File: config.mk
export PLATFORM = sky130hd
export DESIGN_NAME = time_mem_sched
export DESIGN_NICKNAME = d
export VERILOG_FILES = /design/src/rtl/time_mem_sched_pkg.sv /design/src/rtl/time_mem_sched_mix_unit.sv /design/src/rtl/time_mem_sched.sv
export SDC_FILE = /design/constraint.sdc
export NUM_CORES = 1
export LEC_CHECK = 0
export ABC_AREA = 1
export CORE_MARGIN = 3
export CORE_UTILIZATION = 50
export CTS_CLUSTER_SIZE = 12
export DETAILED_ROUTE_END_ITERATION = 10
export GPL_TIMING_DRIVEN = 0
export HOLD_SLACK_MARGIN = 0.12
export PLACE_DENSITY = 0.78
export SLEW_MARGIN = 30
export SYNTH_ARGS = -nofsm -noshare
export SYNTH_HDL_FRONTEND = slang
export SYNTH_HIERARCHICAL = 1
export SYNTH_SLANG_ARGS = --single-unit
File: constraint.sdc
create_clock -name clock -period 2.85 [get_ports clock]
set_input_delay 0.7125 -clock clock [delete_from_list [all_inputs] [get_ports clock]]
set_output_delay 0.7125 -clock clock [all_outputs]
set_load 0.05 [all_outputs]
File: src/rtl/time_mem_sched_pkg.sv
// Shared definitions for the time-domain effect blocks.
package time_mem_sched_pkg;

  localparam int unsigned DATA_W_DEF   = 18;
  localparam int unsigned CTRL_EN_BIT  = 7;
  localparam int unsigned CTRL_DLY_MSB = 6;

  typedef enum logic [2:0] {
    ST_IDLE  = 3'd0,
    ST_WRITE = 3'd1,
    ST_READ  = 3'd2,
    ST_WAIT  = 3'd3,
    ST_MIX   = 3'd4
  } sched_state_t;

endpackage

File: src/rtl/time_mem_sched_mix_unit.sv
// Dry/delayed average with bypass and zero-fill, registered onto audio_out.
module time_mix_unit
  import time_mem_sched_pkg::*;
#(
  parameter int unsigned DATA_W = DATA_W_DEF
) (
  input  logic                     clock,
  input  logic                     reset,
  input  logic                     mix_en,
  input  logic                     enable,
  input  logic                     zero_del,
  input  logic signed [DATA_W-1:0] dry,
  input  logic signed [DATA_W-1:0] del,
  output logic        [DATA_W-1:0] audio_out,
  output logic                     out_valid
);

  logic signed [DATA_W-1:0] del_eff;
  logic signed [DATA_W-1:0] mix_val;

  // Each operand is halved before the add, so the sum cannot overflow.
  always_comb begin
    del_eff = zero_del ? '0 : del;
    mix_val = enable ? ((dry >>> 1) + (del_eff >>> 1)) : dry;
  end

  always_ff @(posedge clock or negedge reset) begin
    if (!reset) begin
      audio_out <= '0;
      out_valid <= 1'b0;
    end else begin
      out_valid <= mix_en;
      if (mix_en) begin
        audio_out <= mix_val;
      end
    end
  end

endmodule

File: src/rtl/time_mem_sched.sv
// Circular delay-line scheduler for the external sample RAM.
module time_mem_sched
  import time_mem_sched_pkg::*;
#(
  parameter int unsigned DATA_W     = DATA_W_DEF,
  parameter int unsigned ADDR_W     = 16,
  parameter int unsigned DLY_SHIFT  = 9,
  parameter int unsigned RD_LATENCY = 1
) (
  input  logic              clock,
  input  logic              reset,
  input  logic              ready,
  input  logic [DATA_W-1:0] audio_in,
  input  logic [7:0]        controls,
  output logic [ADDR_W-1:0] mem_addr,
  output logic              mem_we,
  output logic [DATA_W-1:0] mem_din,
  input  logic [DATA_W-1:0] mem_dout,
  output logic [DATA_W-1:0] audio_out,
  output logic              out_valid,
  output logic              busy,
  output logic              overrun
);

  localparam logic [31:0] ADDR_MAX = 32'((64'd1 << ADDR_W) - 64'd1);

  sched_state_t      state;
  logic [ADDR_W-1:0] wr_ptr;
  logic [ADDR_W-1:0] fill;
  logic [ADDR_W-1:0] dly_q;
  logic [ADDR_W-1:0] rd_addr;
  logic [ADDR_W-1:0] dly_sat;
  logic [31:0]       dly_raw;
  logic [DATA_W-1:0] sample_q;
  logic [DATA_W-1:0] del_q;
  logic              en_q;
  logic [1:0]        wait_cnt;

  always_comb begin
    dly_raw = 32'(controls[CTRL_DLY_MSB:0]) << DLY_SHIFT;
    dly_sat = (dly_raw > ADDR_MAX) ? ADDR_MAX[ADDR_W-1:0] : dly_raw[ADDR_W-1:0];
  end

  // wr_ptr has already advanced past the written slot while in READ.
  always_comb begin
    rd_addr = wr_ptr - ADDR_W'(1) - dly_q;
    busy    = (state != ST_IDLE);
    mem_we  = (state == ST_WRITE);
    mem_din = (state == ST_WRITE) ? sample_q : '0;
    case (state)
      ST_WRITE: mem_addr = wr_ptr;
      ST_READ:  mem_addr = rd_addr;
      default:  mem_addr = '0;
    endcase
  end

  always_ff @(posedge clock or negedge reset) begin
    if (!reset) begin
      state    <= ST_IDLE;
      wr_ptr   <= '0;
      fill     <= '0;
      dly_q    <= '0;
      sample_q <= '0;
      del_q    <= '0;
      en_q     <= 1'b0;
      wait_cnt <= '0;
      overrun  <= 1'b0;
    end else begin
      if (ready && (state != ST_IDLE)) begin
        overrun <= 1'b1;
      end
      case (state)
        ST_IDLE: begin
          if (ready) begin
            sample_q <= audio_in;
            en_q     <= controls[CTRL_EN_BIT];
            dly_q    <= dly_sat;
            state    <= ST_WRITE;
          end
        end
        ST_WRITE: begin
          wr_ptr <= wr_ptr + ADDR_W'(1);
          if (fill != '1) begin
            fill <= fill + ADDR_W'(1);
          end
          state <= ST_READ;
        end
        ST_READ: begin
          wait_cnt <= '0;
          state    <= ST_WAIT;
        end
        ST_WAIT: begin
          if (wait_cnt == 2'(RD_LATENCY - 1)) begin
            del_q <= mem_dout;
            state <= ST_MIX;
          end else begin
            wait_cnt <= wait_cnt + 2'd1;
          end
        end
        ST_MIX: begin
          state <= ST_IDLE;
        end
        default: begin
          state <= ST_IDLE;
        end
      endcase
    end
  end

  time_mix_unit #(
    .DATA_W(DATA_W)
  ) u_mix (
    .clock    (clock),
    .reset    (reset),
    .mix_en   (state == ST_MIX),
    .enable   (en_q),
    .zero_del (fill <= dly_q),
    .dry      (sample_q),
    .del      (del_q),
    .audio_out(audio_out),
    .out_valid(out_valid)
  );

endmodule

* Word level (Yosys, flattened, before mapping)
Cells that the tools add are included.
** Storage, ports and cells
- Word-level logic and storage cells :: 47
- Flip-flop bits (word level) :: 110
** Cells by class
- Muxes and demuxes :: 10
- $lt $le $gt $ge :: 2
- Equal/unequal tests :: 8
- Reductions and logical operators :: 10
- Add/subtract/negate cells :: 6
** Operators by type and width (number)
- 2-to-1 mux 18 bit :: 3
- adder 16 x 1 -> 16 bit, second input constant :: 2
- one-hot mux 16 bit (2 select lines) :: 1
- adder 17 x 17 -> 18 bit :: 1
- greater-than comparator 16 bit, second input constant :: 1
- <= comparator 16 bit :: 1
- 2-to-1 mux 16 bit :: 1
- inequality test 16 bit, second input constant :: 1
- subtractor 16 x 1 -> 16 bit, second input constant :: 1
- subtractor 16 bit :: 1
- one-hot mux 3 bit (4 select lines) :: 1
- AND reduction 2 bit :: 5
- equality test 3 x 2 -> 1 bit, second input constant :: 2
- 2-to-1 mux 3 bit :: 2
- inequality test 2 bit, second input constant :: 3
- one-hot mux 2 bit (2 select lines) :: 1
- equality test 3 x 1 -> 1 bit, second input constant :: 1
- equality test 3 bit, second input constant :: 1
- logical NOT 3 bit :: 1
- nonzero test 3 bit :: 1
- adder 2 x 1 -> 2 bit, second input constant :: 1
- logical NOT 2 bit :: 1
- 2-to-1 mux 2 bit :: 1
- nonzero test 2 bit :: 1
- logical AND 1 bit :: 1

* Depth between registers and ports, before layout
Gate-level depths: netlist (run 1).
- Depth in word-level cells :: 4
- Mapped depth :: 23
- Depth with buffers taken out :: 22

* Cells and area by module
Netlist (run 1), hierarchy kept.
** By module, submodules not included
- time_mem_sched :: cells an instance 656, area each 4774.6 µm², times used 1
- time_mix_unit :: cells an instance 330, area each 2020.7 µm², times used 1

* Worst setup path before layout (run 1)
OpenSTA, ideal clock, no wires.
- Path type :: flip-flop to flip-flop
- From :: register dly_q[15]
- To :: register u_mix.audio_out[16]
- Setup time :: 118 ps
- Setup slack :: -233 ps
- Cell stages (with the launch flop) :: 24
- Path buffers :: 2
- Clock period less this slack :: 3083 ps
- Arrival time :: 2966 ps
- Path through :: dfrtp_1 inv_1 ha_1 nand2_1 inv_1 nand3_1 nor3_1 nand4_1 nand2_1 clkbuf_1 clkbuf_1 nor2_1 ha_1 fa_1 nand3_1 nand2_2 nand2_1 nand2_2 nand2_1 nand2_1 nand2_1 nand3_1 nand2_1 nand2_1
** Between the ends
- Longest elaborated chain between the ends :: 4
** Ends and longest elaborated chain
- from (decl) :: RTL line time_mem_sched.sv:30 : logic [ADDR_W-1:0] dly_q;
- from (signal assigned) :: RTL line time_mem_sched.sv:77 : dly_q <= dly_sat;
- <= comparator 16 bit :: RTL line time_mem_sched.sv:117 : .zero_del (fill <= dly_q),
- 2-to-1 mux 18 bit :: RTL line time_mem_sched_mix_unit.sv:23 : del_eff = zero_del ? '0 : del;
- adder 17 x 17 -> 18 bit :: RTL line time_mem_sched_mix_unit.sv:24 : mix_val = enable ? ((dry >>> 1) + (del_eff >>> 1)) : dry;
- 2-to-1 mux 18 bit :: RTL line time_mem_sched_mix_unit.sv:24
- to (signal assigned) :: RTL line time_mem_sched_mix_unit.sv:34 : audio_out <= mix_val;
- to (decl) :: RTL line time_mem_sched_mix_unit.sv:14 : output logic [DATA_W-1:0] audio_out,
No other way between the ends.
A chain may end at the register's enable or synchronous reset.

* Worst setup path in the final report (run 1)
- From :: register fill[14]
- To :: register u_mix.audio_out[10]
** Between the ends
- Longest elaborated chain between the ends :: 4
** Ends and longest elaborated chain
- from (decl) :: RTL line time_mem_sched.sv:29 : logic [ADDR_W-1:0] fill;
- from (signal assigned) :: RTL line time_mem_sched.sv:84 : fill <= fill + ADDR_W'(1);
- <= comparator 16 bit :: RTL line time_mem_sched.sv:117
- 2-to-1 mux 18 bit :: RTL line time_mem_sched_mix_unit.sv:23
- adder 17 x 17 -> 18 bit :: RTL line time_mem_sched_mix_unit.sv:24
- 2-to-1 mux 18 bit :: RTL line time_mem_sched_mix_unit.sv:24
No other way between the ends.

==> results of run 1 <==
[per-stage QoR]
| stage | std cells | total power (µW) |
|---|---|---|
| after CTS | 1291 | 8920 |
| after detailed placement | 1256 | 7210 |
| final | 1299 | 9450 |
| after global routing | 1299 | 10000 |
| after global placement | 1255 | 7120 |
| after floorplan | 982 | 5700 |
[worst max-delay path, delay by kind of cell (launching register included)]
| family | cells | cell delay (ns) |
|---|---|---|
| adder cells (fa/ha/maj) | 2 | 0.56 |
| buffers and inverters | 8 | 0.92 |
| AO/OA/AOI/OAI | 2 | 0.28 |
| flip-flops | 1 | 0.43 |
| AND/OR/NAND/NOR | 10 | 0.86 |
[cell usage in the layout, fill, tap and decap left out, types with 3 or more instances in the layout]
cell	count
nor2_2	11
dfrtp_2	3
ha_4	25
buf_4	29
buf_2	15
buf_6	8
inv_2	13
o21ai_1	13
ha_1	9
bufinv_16	4
o22ai_1	3
clkbuf_2	10
a21oi_2	9
a21oi_1	38
xor2_1	24
nand3_2	6
clkbuf_4	3
dfrtp_1	97
nor3_1	12
clkdlybuf4s50_1	65
inv_1	117
nor2_4	13
clkbuf_1	5
clkdlybuf4s15_2	6
nand2_4	14
clkbuf_16	10
a21oi_4	4
nand4_1	16
nand2_2	25
nor2_1	126
nand2_1	254
nand3_4	5
dlygate4sd2_1	8
nand3_1	54
o21ai_0	31
[layout make-up]
class	count	area (µm²)	area share [%]
Multi-Input combinational cell	722	4360	46.6
Sequential cell	100	2510	26.8
Timing Repair Buffer	130	1220	13.1
Inverter	132	500	5.35
Clock buffer	9	225	2.41
Tap cell	172	215	2.30
Buffer	28	188	2.01
Clock inverter	6	136	1.46
[registers in the layout, summed over array words and instances, names as in the netlist]
signal	flops
sample_q	18
dly_q	7
wr_ptr	16
fill	16
en_q	1
u_mix/audio_out	18
del_q	17
overrun	1
u_mix/out_valid	1
wait_cnt	2
state	3
[power by group through the flow]
stage	clock network, µW	logic (µW)	registers (µW)
finish	1490	5560	2390
global route	1560	6000	2440
CTS	1510	5060	2350
detailed placement	0	4870	2340
global placement	0	4790	2330
floorplan	0	3050	2650
[metal layers]
layer  vias to the layer above  GRT usage (%)  routed length, µm
li1                       3388              -                  -
met1                      3251           36.6               8860
met2                       266           42.2              10000
met3                        52           4.24               1390
met4                         0           7.84                503
met5                         -              0                  0
[worst min path at each step]
stage	start	to
6_report	reset	fill[9]
4_1_cts	reset	fill[9]
3_5_place_dp	overrun	overrun
2_1_floorplan	reset	del_q[10]
3_3_place_gp	wait_cnt[0]	wait_cnt[0]
5_1_grt	reset	fill[9]
[timing repair]
action	CTS	global route
resized for setup	187	124
gates cloned	1	0
endpoints found under the setup margin	52	51
pin swaps	37	47
hold buffers	0	0
hold endpoints to repair	0	0
setup buffers	20	9
==> results.yml, run 1 <==
route:
  drt_iter0_drc: 721
  drt-pass1-iter-count: 7
  drc: 0
  wl_per_cell_um: 16.0
  viasPerCell: 5.36
  wirelength_mm: 20.8
  num_vias: 6957
  postRouteAntennaNets: 0
worst_setup_path:
  worstSetupStartpointType: "flip-flop"
  crit_start: "fill[14]"
  crit_path_max_fanout: 4
  r2r-start: "fill[14]"
  regToRegSetupSlack_ns: -0.32
  critPathMostFrequentCell: "nand2_1"
  cpPeakStageDelay_ns: 0.43
  r2r-end: "u_mix/audio_out[10]"
  cp.required_ns: 3.10
  crit_end: "u_mix/audio_out[10]"
  crit_arrival_ns: 3.42
  crit_chain: "ha_4, nand2_4, inv_4, buf_4, nand4_1, o211ai_1, nand2_2, buf_8, clkbuf_16, buf_8, nor2_4, ha_4, buf_12, nand2_4, inv_1, a21oi_2, buf_4, nand3_1, nand2_1, nand3_2, nand2_1, nand2_1"
  ff2ff_path_depth: 22
  crit_type: "reg -> reg"
  critPathSlowestCell: "dfrtp_1"
  crit_path_end_kind: "flip-flop"
synthesis:
  yosysWarningCount: 6
  synth_fp_nets: 1065
  postSynthCellCount: 982
  synth.avg_cell_area_um2: 6.88
  netlist_area_mm2: 0.00676
sta:
  rsz0062_at_grt: "true"
  fin_ws_ns: -0.323
  fin_skew_ns: 0.00951
  finalCritPeriodShare_pct: 111
  hold_viol: 0
  slew_violations: 0
  min_period_ns: 3.17
  hold_ws_ns: 0.280
  max_freq_ghz: 0.315
  setup_viol: 14
  tightest_slew_ns: 0.560
  setup-tns-final_ns: -2.13
  slew_headroom_pct: 62.7
floorplan:
  num_rows: 41
  die_area_mm2: 0.0149
  die_x_um: 122
  io_pins: 103
  die_h_um: 122
  core_mm2: 0.0129
  initial_core_util_pct: 52.3
power_and_ir_drop:
  clkPwrFrac_pct: 15.8
  p_leak_uw: 0.00465
  swShare_pct: 50.2
  p_int_uw: 4710
  p_switching_uw: 4740
  seqPwrFrac_pct: 25.3
  power.density_mw_per_mm2: 1010
  pwr-share-comb_pct: 58.9
  vdd_drop_max_uv: 630
run_status:
  status: "complete, but fails checks"
  failed_checks: "setup timing"
placement:
  pre_cts_slack_ns: -0.481
  place_area_mm2: 0.00802
  hpwl_mm: 13.7
  routabilityCongestion: 0.935
  io_buffers: 101
final_layout:
  fillerInstances: 984
  finalInstanceArea_mm2: 0.00936
  layout-drive-gt1-share_pct: 21.0
  diodes: 0
  syn2layout_area_growth_pct: 38.4
  final_core_util_pct: 72.4
  num-nets-final: 1206
grt:
  globalRouteOverflowTotal: 0
  grt_pass1_wl_mm: 31.1
  grt_pass1_vias: 6441
  grt_max_degree: 55
  antenna_found_initial: 0
  grt_usage_pct: 26.2
run:
  cap_violations: 0
clocking:
  cts_tree: "built"
  clockBufferDepth: 2
  numClockSinks: 100
  clk_pin_slew_ns: 0.07
  htree_levels: 3
  cts_root_buffer: "clkbuf_16"
  cts_made_buffers: 9
  worstSkewPairLatency_ns: 0.35
worst_hold_path:
  hold_class: "in -> async"
Power figures use the tool's default switching activity.
==> run 2, diff against run 1 <==
- TNS_END_PERCENT: not set -> 5
==> run 2 against run 1 <==
The run still ends with setup timing left. Global-route usage down 1.2 points. Sequential share of layout area up 0.59 points. Clock power about the same. Clock-buffer cell count unchanged. Clock skew about the same. Sequential cell count unchanged. Critical path depth down 1. Maximum frequency up 3.9%. Combinational power down 3%. Register-to-register slack better by 0.12 ns. Largest power group unchanged.
==> results.yml, run 2 (synthesized netlist as in run 1, its figures left out) <==
run_status:
  status: "complete, but fails checks"
  failed_checks: "setup timing"
clocking:
  cts_made_buffers: 9
  cts_hold_buffers: 0
  numClockSinks: 100
  clockBufferDepth: 2
  clk_pin_slew_ns: 0.07
  htree_levels: 3
  cts_root_buffer: "clkbuf_16"
  cts_tree: "built"
  worstSkewPairLatency_ns: 0.36
run:
  cap_violations: 0
route:
  postRouteAntennaNets: 0
  wirelength_mm: 20.0
  drt_iter0_drc: 570
  drt-pass1-iter-count: 5
  num_vias: 6860
  viasPerCell: 5.31
  wl_per_cell_um: 15.5
  drc: 0
final_layout:
  final_common_cell: "nand2_1"
  fillerInstances: 1024
  num-nets-final: 1200
  diodes: 0
  layout-drive-gt1-share_pct: 18.2
  mostFrequentLayoutCells: "nand2_1, nor2_1, inv_1"
  reg_top3: "sample_q x18, u_mix/audio_out x18, del_q x17"
  syn2layout_area_growth_pct: 35.5
power_and_ir_drop:
  clkPwrFrac_pct: 16.1
  vdd_drop_max_uv: 638
  swShare_pct: 49.9
  seqPwrFrac_pct: 25.8
  p_switching_uw: 4630
  pwr-share-comb_pct: 58.1
  power.density_mw_per_mm2: 1010
  p_leak_uw: 0.00451
  power_uw: 9270
  p_int_uw: 4640
worst_setup_path:
  crit_type: "reg -> reg"
  crit_path_end_kind: "flip-flop"
  regToRegSetupSlack_ns: -0.20
  crit_path_max_fanout: 5
  worstSetupStartpointType: "flip-flop"
  cp.required_ns: 3.09
  crit_arrival_ns: 3.29
placement:
  io_buffers: 101
  routabilityCongestion: 0.935
  hpwl_mm: 13.7
floorplan:
  die_h_um: 122
  die_area_mm2: 0.0149
  initial_core_util_pct: 52.3
  core_mm2: 0.0129
  die_x_um: 122
  num_rows: 41
  io_pins: 103
sta:
  max_freq_ghz: 0.327
  slew_violations: 0
  setup_viol: 15
  fin_skew_ns: 0.00953
  hold_viol: 0
  rsz0062_at_grt: "true"
  setup-tns-final_ns: -1.93
  fin_ws_ns: -0.204
  min_period_ns: 3.05
  tightest_slew_ns: 0.572
  finalCritPeriodShare_pct: 107
  slew_headroom_pct: 61.9
grt:
  grt_max_degree: 55
  globalRouteOverflowTotal: 0
  grt_pass1_wl_mm: 29.7
  grt_pass1_vias: 6180
  grt_usage_pct: 25.0
  antenna_found_initial: 0
worst_hold_path:
  hold_class: "in -> async"
==> run 2: cell types whose count changed in the layout (fill, tap and decap cells not counted), moves of 5 or more <==
cell,delta
dlygate4sd2_1,-6
nand3_1,+5
nand2_4,-7
nand2_1,+14
nand2_2,-8
==> run 2: power groups by stage <==
stage,clock [µW],sequential [µW],combinational [µW]
floorplan,0,2650,3050
global placement,0,2330,4790
detailed placement,0,2340,4870
CTS,1510,2320,4810
global route,1560,2450,5830
finish,1490,2390,5390
==> run 2: path summary, 6_finish.rpt <==
kind,from,end,cells after the start
max in group asynchronous,reset,wr_ptr[0],2
min reg2reg,overrun,overrun,1
min,reset,fill[9],1
max reg2reg,dly_q[14],u_mix/audio_out[6],21
max,dly_q[14],u_mix/audio_out[6],21
min in group clock,overrun,overrun,1
==> run 2: area by class of cell <==
| type | count | area (µm²) | share of cell area (%) |
|---|---|---|---|
| multi-input cells | 722 | 4220 | 46.1 |
| clock inverters | 6 | 136 | 1.49 |
| flip-flops and latches | 100 | 2510 | 27.4 |
| repair buffers | 124 | 1170 | 12.7 |
| inverters | 132 | 498 | 5.44 |
| clock buffers | 9 | 225 | 2.46 |
| plain buffers | 28 | 186 | 2.04 |
| well taps | 172 | 215 | 2.35 |
==> run 2: worst max-delay path, cell delays in order, from the launching register on <==
cell and delay [ns]:
dfrtp_1 0.38, inv_1 0.16, ha_4 0.23, nand2_2 0.07, inv_2 0.04, buf_4 0.13, nand4_1 0.11, o211ai_1 0.13
nand2_2 0.09, buf_8 0.12, clkbuf_16 0.15, nor2_4 0.05, ha_4 0.17, fa_2 0.37, nand3_2 0.11, nand2_4 0.08
nand2_2 0.08, nand2_2 0.05, buf_4 0.13, xor2_1 0.14, nor2_1 0.09, o21ai_1 0.06
==> run 2: layer usage <==
metal / vias to the layer above / GRT usage (%) / part of all wire, %
li1: 3379 / - / -
met1: 3218 / 35.3 / 43
met2: 216 / 39.6 / 48
met3: 47 / 4.42 / 6.2
met4: 0 / 7.28 / 2.9
met5: - / 0 / 0
==> run 2: timing repair <==
item	in CTS	in global routing
cloned	0	1
endpoints found under the setup margin	52	52
resized for setup	113	156
buffers inserted	5	16
pin swaps	7	46
==> run 2: stage by stage <==
step,instances,hold slack [ns],setup slack (ns),instance area (µm²),utilization (%)
after floorplan,982,0.417,0.00682,6770,-
after global routing,1293,0.300,-0.347,9160,70.8
after CTS,1276,0.294,-0.235,8460,65.4
final,1293,0.277,-0.204,9160,70.8
after detailed placement,1256,0.457,-0.481,8020,62.0
after global placement,1255,0.453,-2.79,7990,61.8
==> run 3, diff against run 2 <==
- DONT_BUFFER_PORTS: not set -> 1
- PLACE_DENSITY: 0.78 -> 0.68
- RECOVER_POWER: not set -> 25
==> run 3 against run 2 <==
The run still ends with setup timing left. Sequential power increased by 20%. Critical path depth decreased by 17. Design area decreased by 13%. Clock skew decreased by 0.0025 ns. Global-route usage increased by 0.25 points. Routed wire length decreased by 7.6%. Critical endpoint is now mem_addr[1].
==> results.yml, run 3 (synthesized netlist as in run 1, its figures left out) <==
worst_setup_path:
  crit_chain: "inv_1, nand3_4, clkbuf_1, o22ai_2"
  crit_path_end_kind: "primary output"
  crit_family: "buffers and inverters"
  critPathSlowestCell: "clkbuf_1"
  cpPeakStageDelay_ns: 0.70
  crit_path_max_fanout: 10
  crit_arrival_ns: 2.22
  worstSetupStartpointType: "flip-flop"
  crit_type: "reg -> out"
  path_buf_inv: 2
  cp.required_ns: 2.14
grt:
  globalRouteOverflowTotal: 0
  grt_pass1_vias: 5769
  grt_max_degree: 101
  grt_pass1_wl_mm: 29.3
  grt_usage_pct: 25.3
  antenna_found_initial: 1
placement:
  io_buffers: 0
  hpwl_mm: 13.6
  pre_cts_slack_ns: -0.472
  routabilityCongestion: 0.909
  place_inst: 1154
clocking:
  clockBufferDepth: 2
  worstSkewPairLatency_ns: 0.36
  htree_levels: 3
  cts_tree: "built"
  numClockSinks: 100
  cts_root_buffer: "clkbuf_16"
  clk_pin_slew_ns: 0.07
  cts_made_buffers: 9
sta:
  slew_violations: 0
  fin_ws_ns: -0.0863
  fin_skew_ns: 0.00706
  rsz0062_at_grt: "true"
  finalCritPeriodShare_pct: 103
  tightest_slew_ns: 0.898
  min_period_ns: 2.94
  max_freq_ghz: 0.341
  slew_headroom_pct: 40.1
  hold_viol: 0
  setup_viol: 22
run:
  cap_violations: 0
route:
  num_vias: 6268
  drt_iter0_drc: 437
  viasPerCell: 5.31
  drt-pass1-iter-count: 5
  wirelength_mm: 18.5
  drc: 0
  wl_per_cell_um: 15.7
  postRouteAntennaNets: 0
final_layout:
  syn2layout_area_growth_pct: 17.3
  final_common_cell: "nand2_1"
  mostFrequentLayoutCells: "nand2_1, inv_1, nor2_1"
  num-nets-final: 1087
  final_core_util_pct: 61.3
  reg_top3: "sample_q x18, u_mix/audio_out x18, del_q x17"
  diodes: 0
  final_cells: 1181
  fillerInstances: 1212
  layout-drive-gt1-share_pct: 17.0
floorplan:
  die_area_mm2: 0.0149
  num_rows: 41
  die_h_um: 122
  die_x_um: 122
  initial_core_util_pct: 52.3
  core_mm2: 0.0129
  io_pins: 103
power_and_ir_drop:
  vdd_drop_max_uv: 502
  power_uw: 8380
  p_leak_uw: 0.00397
  power.density_mw_per_mm2: 1060
run_status:
  status: "complete, but fails checks"
  failed_checks: "setup timing"
worst_hold_path:
  hold_class: "in -> async"
-- run 3: layout make-up --
class	instances	area, µm²	share of cell area [%]
tap	172	215	2.72
timing repair buffer	11	92.6	1.17
multi-input combinational	722	4110	51.8
clock inverter	6	88.8	1.12
clock buffer	10	229	2.89
inverter	132	499	6.30
buffer	28	189	2.38
sequential	100	2500	31.6
-- run 3: repair_timing --
| item | CTS | global route |
|---|---|---|
| pin swaps | 18 | 10 |
| setup endpoints to repair | 48 | 45 |
| gates resized for setup | 65 | 62 |
| endpoints found under the hold margin | 100 | 100 |
| buffers inserted | 8 | 2 |
| cloned | 1 | 0 |
-- run 3: worst paths after layout --
check	startpoint	end	slack (ns)	cells past startpoint
max	state[1]	mem_addr[1]	-0.09	4
max reg2reg	fill[14]	u_mix/audio_out[8]	-0.07	19
min	reset	wr_ptr[4]	0.05	0
min reg2reg	wait_cnt[0]	wait_cnt[0]	0.48	2
min in group clock	mem_dout[14]	del_q[14]	0.46	2
max in group asynchronous	reset	sample_q[13]	2.64	0
-- run 3: per-stage QoR --
step | area, µm² | setup TNS [ns] | hold WS (ns)
5_1_grt | 7930 | -5.05 | 0.0263
6_report | 7930 | -0.661 | 0.0463
2_1_floorplan | 6770 | 0 | 0.417
3_3_place_gp | 6980 | -5.38 | 0.420
4_1_cts | 7650 | -3.00 | 0.0325
3_5_place_dp | 7000 | -4.72 | 0.420
-- run 3: power breakdown --
part / internal [µW] / leakage, µW / switching, µW
clock: 769 / 0.000149 / 548
combinational: 1200 / 0.00259 / 3010
sequential: 1920 / 0.00123 / 934
total: 3890 / 0.00397 / 4490
-- run 3: routing by layer --
layer  GRT usage (%)  part of all wire [%]  vias to the layer above  routed length [µm]
li1                -                     -                     3140                   -
met1            36.2                    47                     2928                8730
met2            37.0                    43                      173                8020
met3            6.73                   7.4                       25                1370
met4            8.82                   2.2                        2                 404
met5               0                 0.070                        -                  13
